[src/rtl/dr_load_sequencer.sv]
// -----------------------------------------------------------------------------
// dr_load_sequencer
//
// Assembles a 1..4 byte operand from a valid/ready byte stream into an external
// 32-bit data register. The data register is driven through its 8-bit input,
// write enable and 2-bit function select:
//   00 sign-extend load, 01 zero-extend load, 10 shift-left-8, 11 shift-right-8
//
// MSB-first commands load the first byte with extension and shift the rest in
// from the right. LSB-first commands shift every byte in from the left and then
// pad with fill bytes until four bytes have been written, so the first byte
// ends up in bits [7:0].
//
// Ports
//   clk_i            rising-edge clock
//   rst_i            asynchronous active-high reset
//   cmd_valid_i      command request
//   cmd_ready_o      command can be accepted (IDLE only)
//   cmd_len_i        byte count minus one
//   cmd_sign_ext_i   1 = sign-extend, 0 = zero-extend
//   cmd_order_i      0 = MSB-first, 1 = LSB-first
//   abort_i          synchronous abort back to IDLE
//   byte_valid_i     source byte valid
//   byte_data_i      source byte
//   byte_ready_o     sequencer accepts a byte
//   dr_i_o           data register byte input   (registered)
//   dr_e_o           data register write enable (registered, one cycle/write)
//   dr_fun_sel_o     data register function     (registered)
//   busy_o           command in progress
//   done_o           one-cycle pulse: data register holds the result
//   error_o          one-cycle pulse: byte source timed out
//
// TIMEOUT: consecutive LOAD cycles without byte_valid_i before giving up with
// error_o; 0 disables the timeout. The counter is 16 bits wide.
// -----------------------------------------------------------------------------
module dr_load_sequencer #(
  parameter int unsigned TIMEOUT = 0
) (
  input  logic       clk_i,
  input  logic       rst_i,
  input  logic       cmd_valid_i,
  output logic       cmd_ready_o,
  input  logic [1:0] cmd_len_i,
  input  logic       cmd_sign_ext_i,
  input  logic       cmd_order_i,
  input  logic       abort_i,
  input  logic       byte_valid_i,
  input  logic [7:0] byte_data_i,
  output logic       byte_ready_o,
  output logic [7:0] dr_i_o,
  output logic       dr_e_o,
  output logic [1:0] dr_fun_sel_o,
  output logic       busy_o,
  output logic       done_o,
  output logic       error_o
);

  typedef enum logic [2:0] {
    S_IDLE,
    S_LOAD,
    S_PAD,
    S_WAIT,
    S_DONE
  } state_t;

  localparam logic [1:0] FS_SEXT = 2'b00;
  localparam logic [1:0] FS_ZEXT = 2'b01;
  localparam logic [1:0] FS_SHL  = 2'b10;
  localparam logic [1:0] FS_SHR  = 2'b11;

  localparam logic       TO_EN   = (TIMEOUT != 0);
  // Value of the idle counter on the cycle that completes the timeout window.
  localparam logic [15:0] TO_LAST = (TIMEOUT == 0) ? 16'd0 : 16'(TIMEOUT - 1);

  state_t      state_q, state_d;
  logic [1:0]  len_q, len_d;       // byte count minus one
  logic        sign_q, sign_d;
  logic        order_q, order_d;
  logic [2:0]  k_q, k_d;           // bytes written so far, pads included
  logic [15:0] to_cnt_q, to_cnt_d;
  logic [7:0]  pad_q, pad_d;
  logic [7:0]  dr_i_q, dr_i_d;
  logic        dr_e_q, dr_e_d;
  logic [1:0]  dr_fs_q, dr_fs_d;
  logic        error_d;

  always_ff @(posedge clk_i or posedge rst_i) begin
    if (rst_i) begin
      state_q  <= S_IDLE;
      len_q    <= 2'd0;
      sign_q   <= 1'b0;
      order_q  <= 1'b0;
      k_q      <= 3'd0;
      to_cnt_q <= 16'd0;
      pad_q    <= 8'd0;
      dr_i_q   <= 8'd0;
      dr_e_q   <= 1'b0;
      dr_fs_q  <= 2'd0;
    end else begin
      state_q  <= state_d;
      len_q    <= len_d;
      sign_q   <= sign_d;
      order_q  <= order_d;
      k_q      <= k_d;
      to_cnt_q <= to_cnt_d;
      pad_q    <= pad_d;
      dr_i_q   <= dr_i_d;
      dr_e_q   <= dr_e_d;
      dr_fs_q  <= dr_fs_d;
    end
  end

  always_comb begin
    state_d  = state_q;
    len_d    = len_q;
    sign_d   = sign_q;
    order_d  = order_q;
    k_d      = k_q;
    to_cnt_d = to_cnt_q;
    pad_d    = pad_q;
    dr_i_d   = dr_i_q;
    dr_e_d   = 1'b0;
    dr_fs_d  = dr_fs_q;
    error_d  = 1'b0;

    unique case (state_q)
      S_IDLE: begin
        // An abort in the same cycle drops the command.
        if (cmd_valid_i && !abort_i) begin
          state_d  = S_LOAD;
          len_d    = cmd_len_i;
          sign_d   = cmd_sign_ext_i;
          order_d  = cmd_order_i;
          k_d      = 3'd0;
          to_cnt_d = 16'd0;
        end
      end

      S_LOAD: begin
        if (abort_i) begin
          // The byte offered this cycle is consumed (ready was high) but
          // never written.
          state_d = S_IDLE;
        end else if (byte_valid_i) begin
          dr_e_d   = 1'b1;
          dr_i_d   = byte_data_i;
          k_d      = k_q + 3'd1;
          to_cnt_d = 16'd0;
          if (order_q) begin
            dr_fs_d = FS_SHR;
          end else if (k_q == 3'd0) begin
            dr_fs_d = sign_q ? FS_SEXT : FS_ZEXT;
          end else begin
            dr_fs_d = FS_SHL;
          end
          if (k_q[1:0] == len_q) begin
            // Fill byte for LSB-first padding follows the last byte's MSB.
            pad_d   = (sign_q && byte_data_i[7]) ? 8'hFF : 8'h00;
            state_d = (order_q && (len_q != 2'd3)) ? S_PAD : S_WAIT;
          end
        end else if (TO_EN) begin
          if (to_cnt_q == TO_LAST) begin
            error_d = 1'b1;
            state_d = S_IDLE;
          end else begin
            to_cnt_d = to_cnt_q + 16'd1;
          end
        end
      end

      S_PAD: begin
        if (abort_i) begin
          state_d = S_IDLE;
        end else begin
          dr_e_d  = 1'b1;
          dr_i_d  = pad_q;
          dr_fs_d = FS_SHR;
          k_d     = k_q + 3'd1;
          if (k_q == 3'd3) begin
            state_d = S_WAIT;
          end
        end
      end

      S_WAIT: begin
        state_d = abort_i ? S_IDLE : S_DONE;
      end

      S_DONE: begin
        state_d = S_IDLE;
      end

      default: begin
        state_d = S_IDLE;
      end
    endcase
  end

  assign cmd_ready_o  = (state_q == S_IDLE);
  assign busy_o       = (state_q != S_IDLE);
  assign byte_ready_o = (state_q == S_LOAD);
  assign done_o       = (state_q == S_DONE) && !abort_i;
  assign error_o      = error_d;
  assign dr_i_o       = dr_i_q;
  assign dr_e_o       = dr_e_q;
  assign dr_fun_sel_o = dr_fs_q;

endmodule

[config.mk]
export PLATFORM = sky130hd
export DESIGN_NAME = dr_load_sequencer
export DESIGN_NICKNAME = d
export VERILOG_FILES = /design/src/rtl/dr_load_sequencer.sv
export SDC_FILE = /design/constraint.sdc
export NUM_CORES = 1
export LEC_CHECK = 0
export ABC_AREA = 1
export ABC_CLOCK_PERIOD_IN_PS = 2200
export BUFFER_PORTS_ARGS = -buffer_cell sky130_fd_sc_hd__buf_2
export CAP_MARGIN = 20
export CORE_ASPECT_RATIO = 2
export CORE_UTILIZATION = 40
export CTS_CLUSTER_SIZE = 24
export DETAILED_ROUTE_END_ITERATION = 8
export GPL_TIMING_DRIVEN = 1
export SETUP_SLACK_MARGIN = 0.4
export SYNTH_ARGS = -nofsm -noshare
export SYNTH_HDL_FRONTEND = slang
export SYNTH_SLANG_ARGS = --single-unit
[constraint.sdc]
create_clock -name clk_i -period 2.2 [get_ports clk_i]
set_input_delay 0.44 -clock clk_i [delete_from_list [all_inputs] [get_ports clk_i]]
set_output_delay 0.44 -clock clk_i [all_outputs]
set_load 0.02 [all_outputs]
# After elaboration in Yosys (flattened, before gate mapping)
# Cells that the tools add are included.
# Widths: inputs -> output; s select.
totals:
  register_bits: 29
  input_bits: 17
op_classes:
  add_sub_neg: 1
  n_eq_ne: 14
  muxes: 30
  bitwise_logic: 1
  n_reduce_logical: 15
ops:
  columns: ["cell", "count"]
  rows:
  - ["$mux 3", 11]
  - ["$mux 8", 4]
  - ["$pmux 8 s2", 1]
  - ["$pmux 3 s4", 1]
  - ["$reduce_and 4->1", 3]
  - ["$mux 2", 5]
  - ["$eq 3x2->1 const B", 3]
  - ["$pmux 3 s3", 1]
  - ["$ne 2x2->1 const B", 4]
  - ["$logic_not 3->1", 2]
  - ["$ne 3x3->1 const B", 2]
  - ["$reduce_bool 3->1", 2]
  - ["$mux 1", 5]
  - ["$reduce_and 5->1", 1]
  - ["$logic_and 1x1->1", 4]
  - ["$pmux 2 s2", 1]
  - ["$add 3x1->3 const B", 1]
  - ["$eq 3x1->1 const B", 1]
  - ["$eq 3x3->1 const B", 1]
  - ["$ne 3x2->1 const B", 1]
  - ["$eq 2x2->1", 1]
  - ["$ne 2x1->1 const B", 1]
  - ["$pmux 1 s2", 1]
  - ["$reduce_and 2->1", 1]
  - ["3 further kinds", 3]

# Logic depth before layout (Yosys ltp)
# Gate-level depths: netlist of run 1.
logic_depth:
  ltp_word: 7
  ltp_mapped: 8
  depth_no_buf: 8

# Worst setup path after synthesis of run 1
# No wires, ideal clock.
synth_path:
  path_kind: "flip-flop to output port"
  start: "register state_q[2]"
  end: "output done_o"
  arrival_time_ns: 1.249
  required_time_ns: 1.760
  path_slack_ns: 0.511
  stages_incl_launch_ff: 3
  cell_sequence: "dfrtp_1 inv_1 nor4_1"
synth_between:
  elab_chain_cells: 2
synth_rtl:
  columns: ["element", "line_no", "source"]
  rows:
  - ["start: declaration", "75", "state_t state_q, state_d;"]
  - ["start signal: assignment", "100", "state_q <= state_d;"]
  - ["$eq 3x3->1", "202", "assign done_o = (state_q == S_DONE) && !abort_i;"]
  - ["$logic_and 1x1->1", "202", null]
  - ["end: declaration", "54", "output logic done_o,"]
# Every way passes these cells.

# Worst setup path in the final report of run 1
layout_path:
  start: "register state_q[0]"
  end: "output cmd_ready_o"
layout_between:
  elab_chain_cells: 1
layout_rtl:
  columns: ["element", "line_no", "source"]
  rows:
  - ["$logic_not 3->1", "199", "assign cmd_ready_o = (state_q == S_IDLE);"]
  - ["end: declaration", "42", "output logic cmd_ready_o,"]
# Every way passes these cells.

==> results of run 1 <==
-- layer usage --
metal	vias up	GRT usage (%)	routed length, um
met5	-	0	0
li1	572	-	-
met4	0	8.71	53
met3	4	1.93	100
met2	33	36.3	1530
met1	507	16.9	1090
-- critical path, stage by stage, from the launching register on --
cell	delay [ns]
dfrtp_1	0.46
inv_2	0.18
nand2_2	0.10
inv_1	0.10
buf_2	0.17
-- cell type report --
cell class,instances,area (um^2),share of cell area [%]
Clock buffer,4,55.1,3.76
Inverter,18,67.6,4.62
Multi-Input combinational cell,123,588,40.2
Sequential cell,22,552,37.7
Tap cell,30,37.5,2.57
Timing Repair Buffer,32,163,11.1
-- report_power, final --
part	internal, mW	total, mW	leakage, nW	switching, mW
clock	0.159	0.285	0.0288	0.126
combinational	0.348	1.07	0.584	0.724
sequential	0.578	0.704	0.275	0.126
total	1.09	2.06	0.888	0.976
-- cell usage after synthesis --
master    number  area [um^2]
nand4_1        1         6.26
buf_6          1         11.3
nand2_1       79          297
nand3_1        8         40.0
nand2_2        4         25.0
conb_1         1         3.75
a21oi_4        1         16.3
nor4_1         2         12.5
a21oi_1        6         30.0
inv_1         13         48.8
nor2_1         9         33.8
o211ai_1       1         7.51
nor2_4         2         22.5
inv_2          5         18.8
dfrtp_1       22          551
o21ai_0        1         5.00
nand3b_1       1         7.51
nand3_2        2         20.0
nor2_2         1         6.26
nand3_4        1         17.5
ha_1           3         37.5
buf_4          2         15.0
-- sequential cells by signal, indices dropped and copies added, names as in the netlist --
name,count
order_q,1
dr_e_o,1
state_q,3
dr_fun_sel_o,2
pad_q,1
sign_q,1
len_q,2
dr_i_o,8
k_q,3
-- what timing repair did --
action,in CTS,in global routing
hold buffers,0,0
resized for setup,0,1
endpoints found under the setup margin,0,1
-- cell usage in the layout (no fill, tap or decap) --
master	instances
o21ai_0	1
nor2_2	1
clkbuf_8	4
nand3_2	2
nand2_1	79
a21oi_4	1
o211ai_1	1
buf_4	1
ha_1	3
a21oi_1	6
nand2_2	4
nand4_1	1
dfrtp_2	1
nand3_4	1
nand3_1	8
inv_1	13
nor4_1	2
nand3b_1	1
inv_2	5
nor2_1	9
nor2_4	2
dfrtp_1	21
buf_2	31
conb_1	1
-- metrics by stage --
step	setup slack (ns)	power (mW)
CTS	0.427	2.08
finish	0.479	2.06
global route	0.424	2.25
global placement	0.747	1.77
detailed placement	0.705	1.79
floorplan	0.511	1.50
-- worst paths after layout --
kind / start / slack, ns / endpoint / cells past startpoint
max: state_q[0] / 0.48 / cmd_ready_o / 4
min: rst_i / 0.19 / order_q / 3
max reg2reg: state_q[0] / 0.68 / k_q[0] / 7
min reg2reg: dr_i_o[0] / 0.47 / dr_i_o[0] / 2
max in group asynchronous: rst_i / 1.76 / state_q[2] / 3
min in group clk_i: abort_i / 0.41 / state_q[2] / 2
-- cell families (layout without fill, tap and decap cells) --
kind of cell | after synthesis | count (layout)
compound gates | 9 | 9
fa+ha+maj | 3 | 3
buf+inv | 21 | 54
flops | 22 | 22
other cells | 1 | 1
simple gates | 110 | 110
==> metrics.txt, run 1 <==
syn_area_per_cell 7.42 um^2; post-synthesis mux area share 0%; final core area utilization 49.7%; highest clock rate 0.581 GHz; Routed Antenna Nets 0; DRT Pass-1 Iters 4; grt ovf 0; Worst-Skew Late Latency 0.26 ns; Synth cell types 22; synthesized area 1230 um^2; outcome finished, final reports clean; CTS buffer count 3; min cycle time layout 1.72 ns; # Post-CTS Setup Buffers 0; CP required 1.76 ns; largest net degree at the start of global routing 23; Period Utilization, post-route 78.2%; Clock Path Buffers 2; Setup CP Type register to output pin; nature of the critical path startpoint register; hpwl dp 2150 um; post-DR wirelength/cell 12.1 um; number of endpoints failing setup at the final stage 0; post-synthesis xor/xnor area fraction 0%; fin. max-slew vios 0; Max VDD drop 0.719 mV; Area growth syn-to-layout 18.7%; die area 3320 um^2; htree depth 1; syn nets 186; final hold slack 0.192 ns; Mapped Cells 166; max_cap viols 0; Root Buffer clkbuf_8; Seq/Total Area, Yosys 44.7%; fin cells 229; global-route wire length before repair 4240 um; Port Buffers 31; placed instance area 1410 um^2; dpl cells 225; initial antenna violation count 0; antenna cells 0; complex-gate fraction of the synthesized area 4.77%; TritonCTS Sinks 22; global-route usage over all layers 18.8%; Top Ports 33; CTS tree yes; vias per inst 4.87; RD Place Congestion 0.852; synthesized-area fraction occupied by and/or/nand/nor cells 39.6%; Synth Area in Adders 3.05%; Setup Skew 0.00442 ns; DRC 0; RSZ-0062 raised after global routing false; floorplan core area 2940 um^2; fill count 318; Worst-path clk slew 0.08 ns; #FFs+latches synth 22; Synth Warn # 0; Crit Path Max Fanout 6; Sum Neg Setup Slack 0 ns; Chip Height 80.5 um; vias in the first global route 1,039; main combinational cell family by area after synthesis simple AND/OR/NAND/NOR gates; DRT iter0 DRCs 25; num rows 28; Initial Util 41.9%; Fin. Hold Viols 0; layout cells sized above 1 26.6%; final instance area 1460 um^2; die width 41.3 um; # nets final 220; Pleak 0.888 nW; drt total wl 2770 um; Hold Path Class input pin to asynchronous set/reset pin; vias 1,116; power per cell area 1410 nW/um^2; Setup crit end kind output pin; worst path arrival time 1.28 ns
Power figures use the tool's default switching activity.
==> run 2: changes to the inputs <==
--- a/config.mk
+++ b/config.mk
@@ -5,8 +5,8 @@
 export SDC_FILE = /design/constraint.sdc
 export NUM_CORES = 1
 export LEC_CHECK = 0
-export ABC_AREA = 1
-export ABC_CLOCK_PERIOD_IN_PS = 2200
+export ABC_AREA = 0
+export ABC_CLOCK_PERIOD_IN_PS = 1800
 export BUFFER_PORTS_ARGS = -buffer_cell sky130_fd_sc_hd__buf_2
 export CAP_MARGIN = 20
 export CORE_ASPECT_RATIO = 2
==> constraint.sdc (replaced) <==
create_clock -name clk_i -period 1.8 [get_ports clk_i]
set_input_delay 0.36 -clock clk_i [delete_from_list [all_inputs] [get_ports clk_i]]
set_output_delay 0.36 -clock clk_i [all_outputs]
set_load 0.02 [all_outputs]
==> metrics.txt, run 2 <==
slew at the pin closest to its max-slew limit 0.509 ns; Setup Skew 0.00140 ns (-0.00302 ns); CP required 1.44 ns (-0.32 ns); Worst-Skew Late Latency 0.25 ns (about the same); synth top area cells dfrtp_1, a21oi_1, nor2_1; global-route usage over all layers 19.0% (+0.15 points); min setup slack post-route 0.182 ns (-0.297 ns); Max VDD drop 0.913 mV (+27%); most numerous cell in the Yosys netlist a21oi_1; highest clock rate 0.618 GHz; TritonCTS Sinks 22 (unchanged); grt ovf 0 (unchanged); Clock Path Buffers 2 (unchanged); largest net degree at the start of global routing 23 (unchanged); Area growth syn-to-layout 32.8%; Pleak 0.733 nW (-17%); hpwl dp 1850 um (-14%); top cells by count, synth a21oi_1, dfrtp_1, nor2_1, inv_1, nand2_1; #FFs+latches synth 22 (unchanged); # nets final 181 (-18%); Routed Antenna Nets 0 (unchanged); Root Buffer clkbuf_8; max_cap viols 0 (unchanged); Synth cell types 31 (+41%); sequential standard cell area 554 um^2 (+0.45%); Setup crit end kind output pin; Worst-path clk slew 0.07 ns (about the same); vias per inst 5.21 (+6.8%); Fin. Hold Viols 0 (unchanged); layout cells sized above 1 42.5% (+16 points); synthesized area 1150 um^2 (-6.6%); commonest non-fill, non-tap cell in the layout buf_2; worst setup path end cmd_ready_o; outcome finished, final reports clean; Sum Neg Setup Slack 0 ns (unchanged); floorplan core area 2740 um^2 (-7.0%); Crit Path Max Fanout 5 (-1); RSZ-0062 raised after global routing true; top_reg_cell synth dfrtp_1; htree depth 1 (unchanged); Port Buffers 31 (unchanged); Slew HR 65.9%; DRC 0 (unchanged); Initial Util 42.1% (+0.19 points); number of endpoints failing setup at the final stage 0 (unchanged); Hold Path Class input pin to asynchronous set/reset pin; die width 39.9 um (-3.2%); max reg flops 8 (unchanged); leading area contributor after synthesis dfrtp_1; most frequent cells in the layout buf_2, a21oi_1, dfrtp_1; Seq/Total Area, Yosys 47.8% (+3.2 points); worst-case reg-to-reg path depth 5 (-2); Setup CP Type register to output pin; syn nets 139 (-25%); Top Ports 33 (unchanged); vias in the first global route 921 (-11%); R2R Path Start state_q[2]; post-DR wirelength/cell 14.3 um (+18%); fin. max-slew vios 0 (unchanged); vias 984 (-12%); min cycle time layout 1.62 ns; antenna cells 0 (unchanged); CTS buffer count 3 (unchanged); worst path arrival time 1.26 ns (-0.02 ns); DRT iter0 DRCs 29 (+16%); multi-input logic area 566 um^2 (-3.8%); syn_area_per_cell 9.67 um^2 (+30%); Setup crit start state_q[1]; RR Endpoint len_q[0]; drt total wl 2700 um (-2.5%); FF-to-FF setup slack 0.29 ns (-0.39 ns); fraction of registers with async set/reset 100% (unchanged); Synth Warn # 0 (unchanged); global-route wire length before repair 4080 um (-3.7%); Period Utilization, post-route 89.9%; RD Place Congestion 0.804 (-5.7%); final core area utilization 55.9% (+6.2 points); Mapped Cells 119 (-28%); CTS tree yes; fill count 253 (-20%); DRT Pass-1 Iters 4 (unchanged); num rows 27 (-3.6%); share of the synthesized area in the top cell type 47.8% (+3.2 points); pre-CTS setup slack 0.240 ns (-0.465 ns); Chip Height 77.9 um (-3.3%); EDFF count, synth 0 (unchanged); power per cell area 1660 nW/um^2 (+18%); die area 3110 um^2 (-6.4%); nature of the critical path startpoint register; initial antenna violation count 0 (unchanged)
## run 2: power breakdown
group	switching, mW	leakage [nW]	internal [mW]
Sequential	0.171	0.256	0.718
Clock	0.148	0.0288	0.195
Combinational	0.697	0.448	0.610
## run 2: cells by family after synthesis
| family | synth area share [%] |
|---|---|
| AND/OR/NAND/NOR | 19.2 |
| buffers and inverters | 6.96 |
| flip-flops | 47.8 |
| other | 0.326 |
| AO/OA/AOI/OAI | 14.8 |
| multiplexers | 6.09 |
| adder cells (fa/ha/maj) | 3.26 |
| XOR/XNOR | 1.52 |
## run 2: how the worst min path moves through the flow
stage,from,to,cells past startpoint
final,rst_i,dr_i_o[1],3
after global routing,rst_i,k_q[1],3
after CTS,rst_i,k_q[1],3
after detailed placement,rst_i,dr_e_o,3
after global placement,rst_i,dr_e_o,3
after floorplan,rst_i,dr_e_o,1
## run 2: timing repair
item / CTS / global route
setup endpoints to repair: 22 / 23
gates cloned: 2 / 0
hold buffers: 0 / 0
gates resized for setup: 12 / 7
pin swaps: 1 / 2
setup buffers: 6 / 4
## run 2: cell type report
cell class                 count  area share, %
multi-input combinational     83           37.0
tap                           29           2.37
inverter                       6           1.64
sequential                    22           36.3
clock buffer                   4           3.60
timing repair buffer          45           19.1
## run 2: per-layer routing
layer | part of all wire (%) | GRT usage, % | routed length, um
met4 | 3.8 | 11.4 | 103
met2 | 54 | 29.8 | 1450
met1 | 38 | 23.3 | 1030
met5 | 0 | 0 | 0
met3 | 4.3 | 2.00 | 117
## run 2: through the flow
stage	hold slack (ns)	power, mW	cells	cell area [um^2]
after CTS	0.126	2.51	185	1470
final	0.121	2.54	189	1530
after detailed placement	0.407	2.01	173	1310
after global placement	0.402	1.97	173	1310
after global routing	0.134	2.72	189	1530
after floorplan	0.349	1.71	119	1170
## run 2: worst max-delay path, stage by stage (launching register included)
cell and delay, ns:
dfrtp_2 0.44, or3_4 0.39, inv_4 0.05, buf_4 0.12
==> run 3: changes to the inputs <==
==> constraint.sdc (replaced) <==
create_clock -name clk_i -period 1.8 [get_ports clk_i]
set_input_delay 0.36 -clock clk_i [delete_from_list [all_inputs] [get_ports clk_i]]
set_output_delay 0.36 -clock clk_i [all_outputs]
set_load 0.005 [all_outputs]
==> metrics.txt, run 3 (synthesized netlist as in run 2, its figures left out) <==
outcome finished, final reports clean; worst path arrival time 1.25 ns (about the same); most frequent cells in the layout buf_2, a21oi_1, dfrtp_1; global-route usage over all layers 20.2% (+1.3 points); number of endpoints failing setup at the final stage 0 (unchanged); min cycle time layout 1.61 ns (-0.0112 ns); Fin. Hold Viols 0 (unchanged); Chip Height 77.9 um (unchanged); Hold Path Class input pin to asynchronous set/reset pin; die area 3110 um^2 (unchanged); CP required 1.44 ns (about the same); fin. max-slew vios 0 (unchanged); max_cap viols 0 (unchanged); Port Buffers 31 (unchanged); nature of the critical path startpoint register; Max VDD drop 0.737 mV (-19%); vias per inst 5.21 (+0.16%); placed instance area 1310 um^2 (-0.48%); Crit Path Max Fanout 6 (+1); RD Place Congestion 0.833 (+3.6%); FF-to-FF setup slack 0.27 ns (-0.02 ns); Period Utilization, post-route 89.3% (-0.62 points); Root Buffer clkbuf_8; max reg flops 8 (unchanged); TritonCTS Sinks 22 (unchanged); hold_buf cts 0 (unchanged); global-route wire length before repair 4430 um (+8.4%); Setup Skew 0.00243 ns (+0.00103 ns); DRC 0 (unchanged); highest clock rate 0.622 GHz (+0.69%); vias 996 (+1.2%); Sum Neg Setup Slack 0 ns (unchanged); Worst-path clk slew 0.08 ns (about the same); Net Switching 0.853 mW (-16%); floorplan core area 2740 um^2 (unchanged); Pleak 0.744 nW (+1.5%); DRT Pass-1 Iters 4 (unchanged); total power 2.48 mW (-2.4%); die width 39.9 um (unchanged); CTS buffer count 3 (unchanged); final instance area 1570 um^2 (+2.6%); power per cell area 1580 nW/um^2 (-4.9%); Routed Antenna Nets 0 (unchanged); CTS tree yes; Setup crit end kind output pin; Initial Util 42.1% (unchanged); initial antenna violation count 0 (unchanged); Area growth syn-to-layout 36.3%; layout cells sized above 1 43.8% (+1.3 points); commonest non-fill, non-tap cell in the layout buf_2; RSZ-0062 raised after global routing true; htree depth 1 (unchanged); DRT iter0 DRCs 11 (-62%); hpwl dp 1830 um (-0.84%); Clock Path Buffers 2 (unchanged); drt total wl 2760 um (+2.1%); internal power component 1.62 mW (+6.7%); grt ovf 0 (unchanged); sequential power share 35.2% (+0.2 points); Clock Power Share 18.6% (+5.1 points); antenna cells 0 (unchanged); # nets final 183 (+1.1%); num rows 27 (unchanged); vias in the first global route 1,030 (+12%); fill count 242 (-4.3%); post-DR wirelength/cell 14.4 um (+1.1%); Worst-Skew Late Latency 0.26 ns (about the same); switching portion of total power 34.4% (-5.6 points); largest net degree at the start of global routing 23 (unchanged); power share of the combinational group 46.2% (-5.3 points); Top Ports 33 (unchanged); Setup CP Type register to output pin
[run 3: final timing paths]
kind	end	from	cells past startpoint
max	cmd_ready_o	state_q[1]	3
min	dr_fun_sel_o[1]	rst_i	3
max reg2reg	dr_i_o[4]	state_q[1]	6
min reg2reg	dr_i_o[0]	dr_i_o[0]	2
max in group asynchronous	state_q[1]	rst_i	3
min in group clk_i	len_q[1]	cmd_len_i[1]	2
[run 3: layout make-up]
| cell class | count | area [um^2] | share of cell area [%] |
|---|---|---|---|
| Sequential cell | 22 | 553 | 35.2 |
| Clock inverter | 1 | 30.0 | 1.91 |
| Timing Repair Buffer | 47 | 308 | 19.6 |
| Multi-Input combinational cell | 83 | 578 | 36.8 |
| Tap cell | 29 | 36.3 | 2.31 |
| Inverter | 6 | 22.5 | 1.44 |
| Clock buffer | 3 | 41.3 | 2.63 |
[run 3: metrics by stage]
step	utilization [%]	setup slack (ns)	hold WS (ns)	std cells
after global placement	47.8	0.269	0.404	174
after global routing	57.3	0.162	0.169	191
after floorplan	-	0.340	0.349	119
final	57.3	0.193	0.115	191
after detailed placement	47.8	0.246	0.416	174
after CTS	56.2	0.190	0.125	190
[run 3: power groups by stage]
stage / clock (mW) / sequential (mW) / combinational [mW]
after floorplan: 0 / 0.856 / 0.648
after global placement: 0 / 0.904 / 0.852
after detailed placement: 0 / 0.911 / 0.877
after CTS: 0.472 / 0.872 / 1.09
after global routing: 0.488 / 0.905 / 1.28
final: 0.461 / 0.873 / 1.14
[run 3: critical path: stages, from the launching register on]
cell     delay, ns
dfrtp_2       0.46
or3_4         0.39
inv_2         0.06
buf_6         0.08
[run 3: timing repair]
item | in CTS | in global routing
resized for setup | 17 | 7
buffers inserted | 10 | 1
pin swaps | 3 | 3
gates cloned | 2 | 0
endpoints found under the setup margin | 22 | 22
[run 3: metal layers]
metal	track usage [%]	part of all wire, %
met5	0	0
met3	1.71	3.3
met2	36.1	56
met4	8.62	1.9
met1	21.9	39
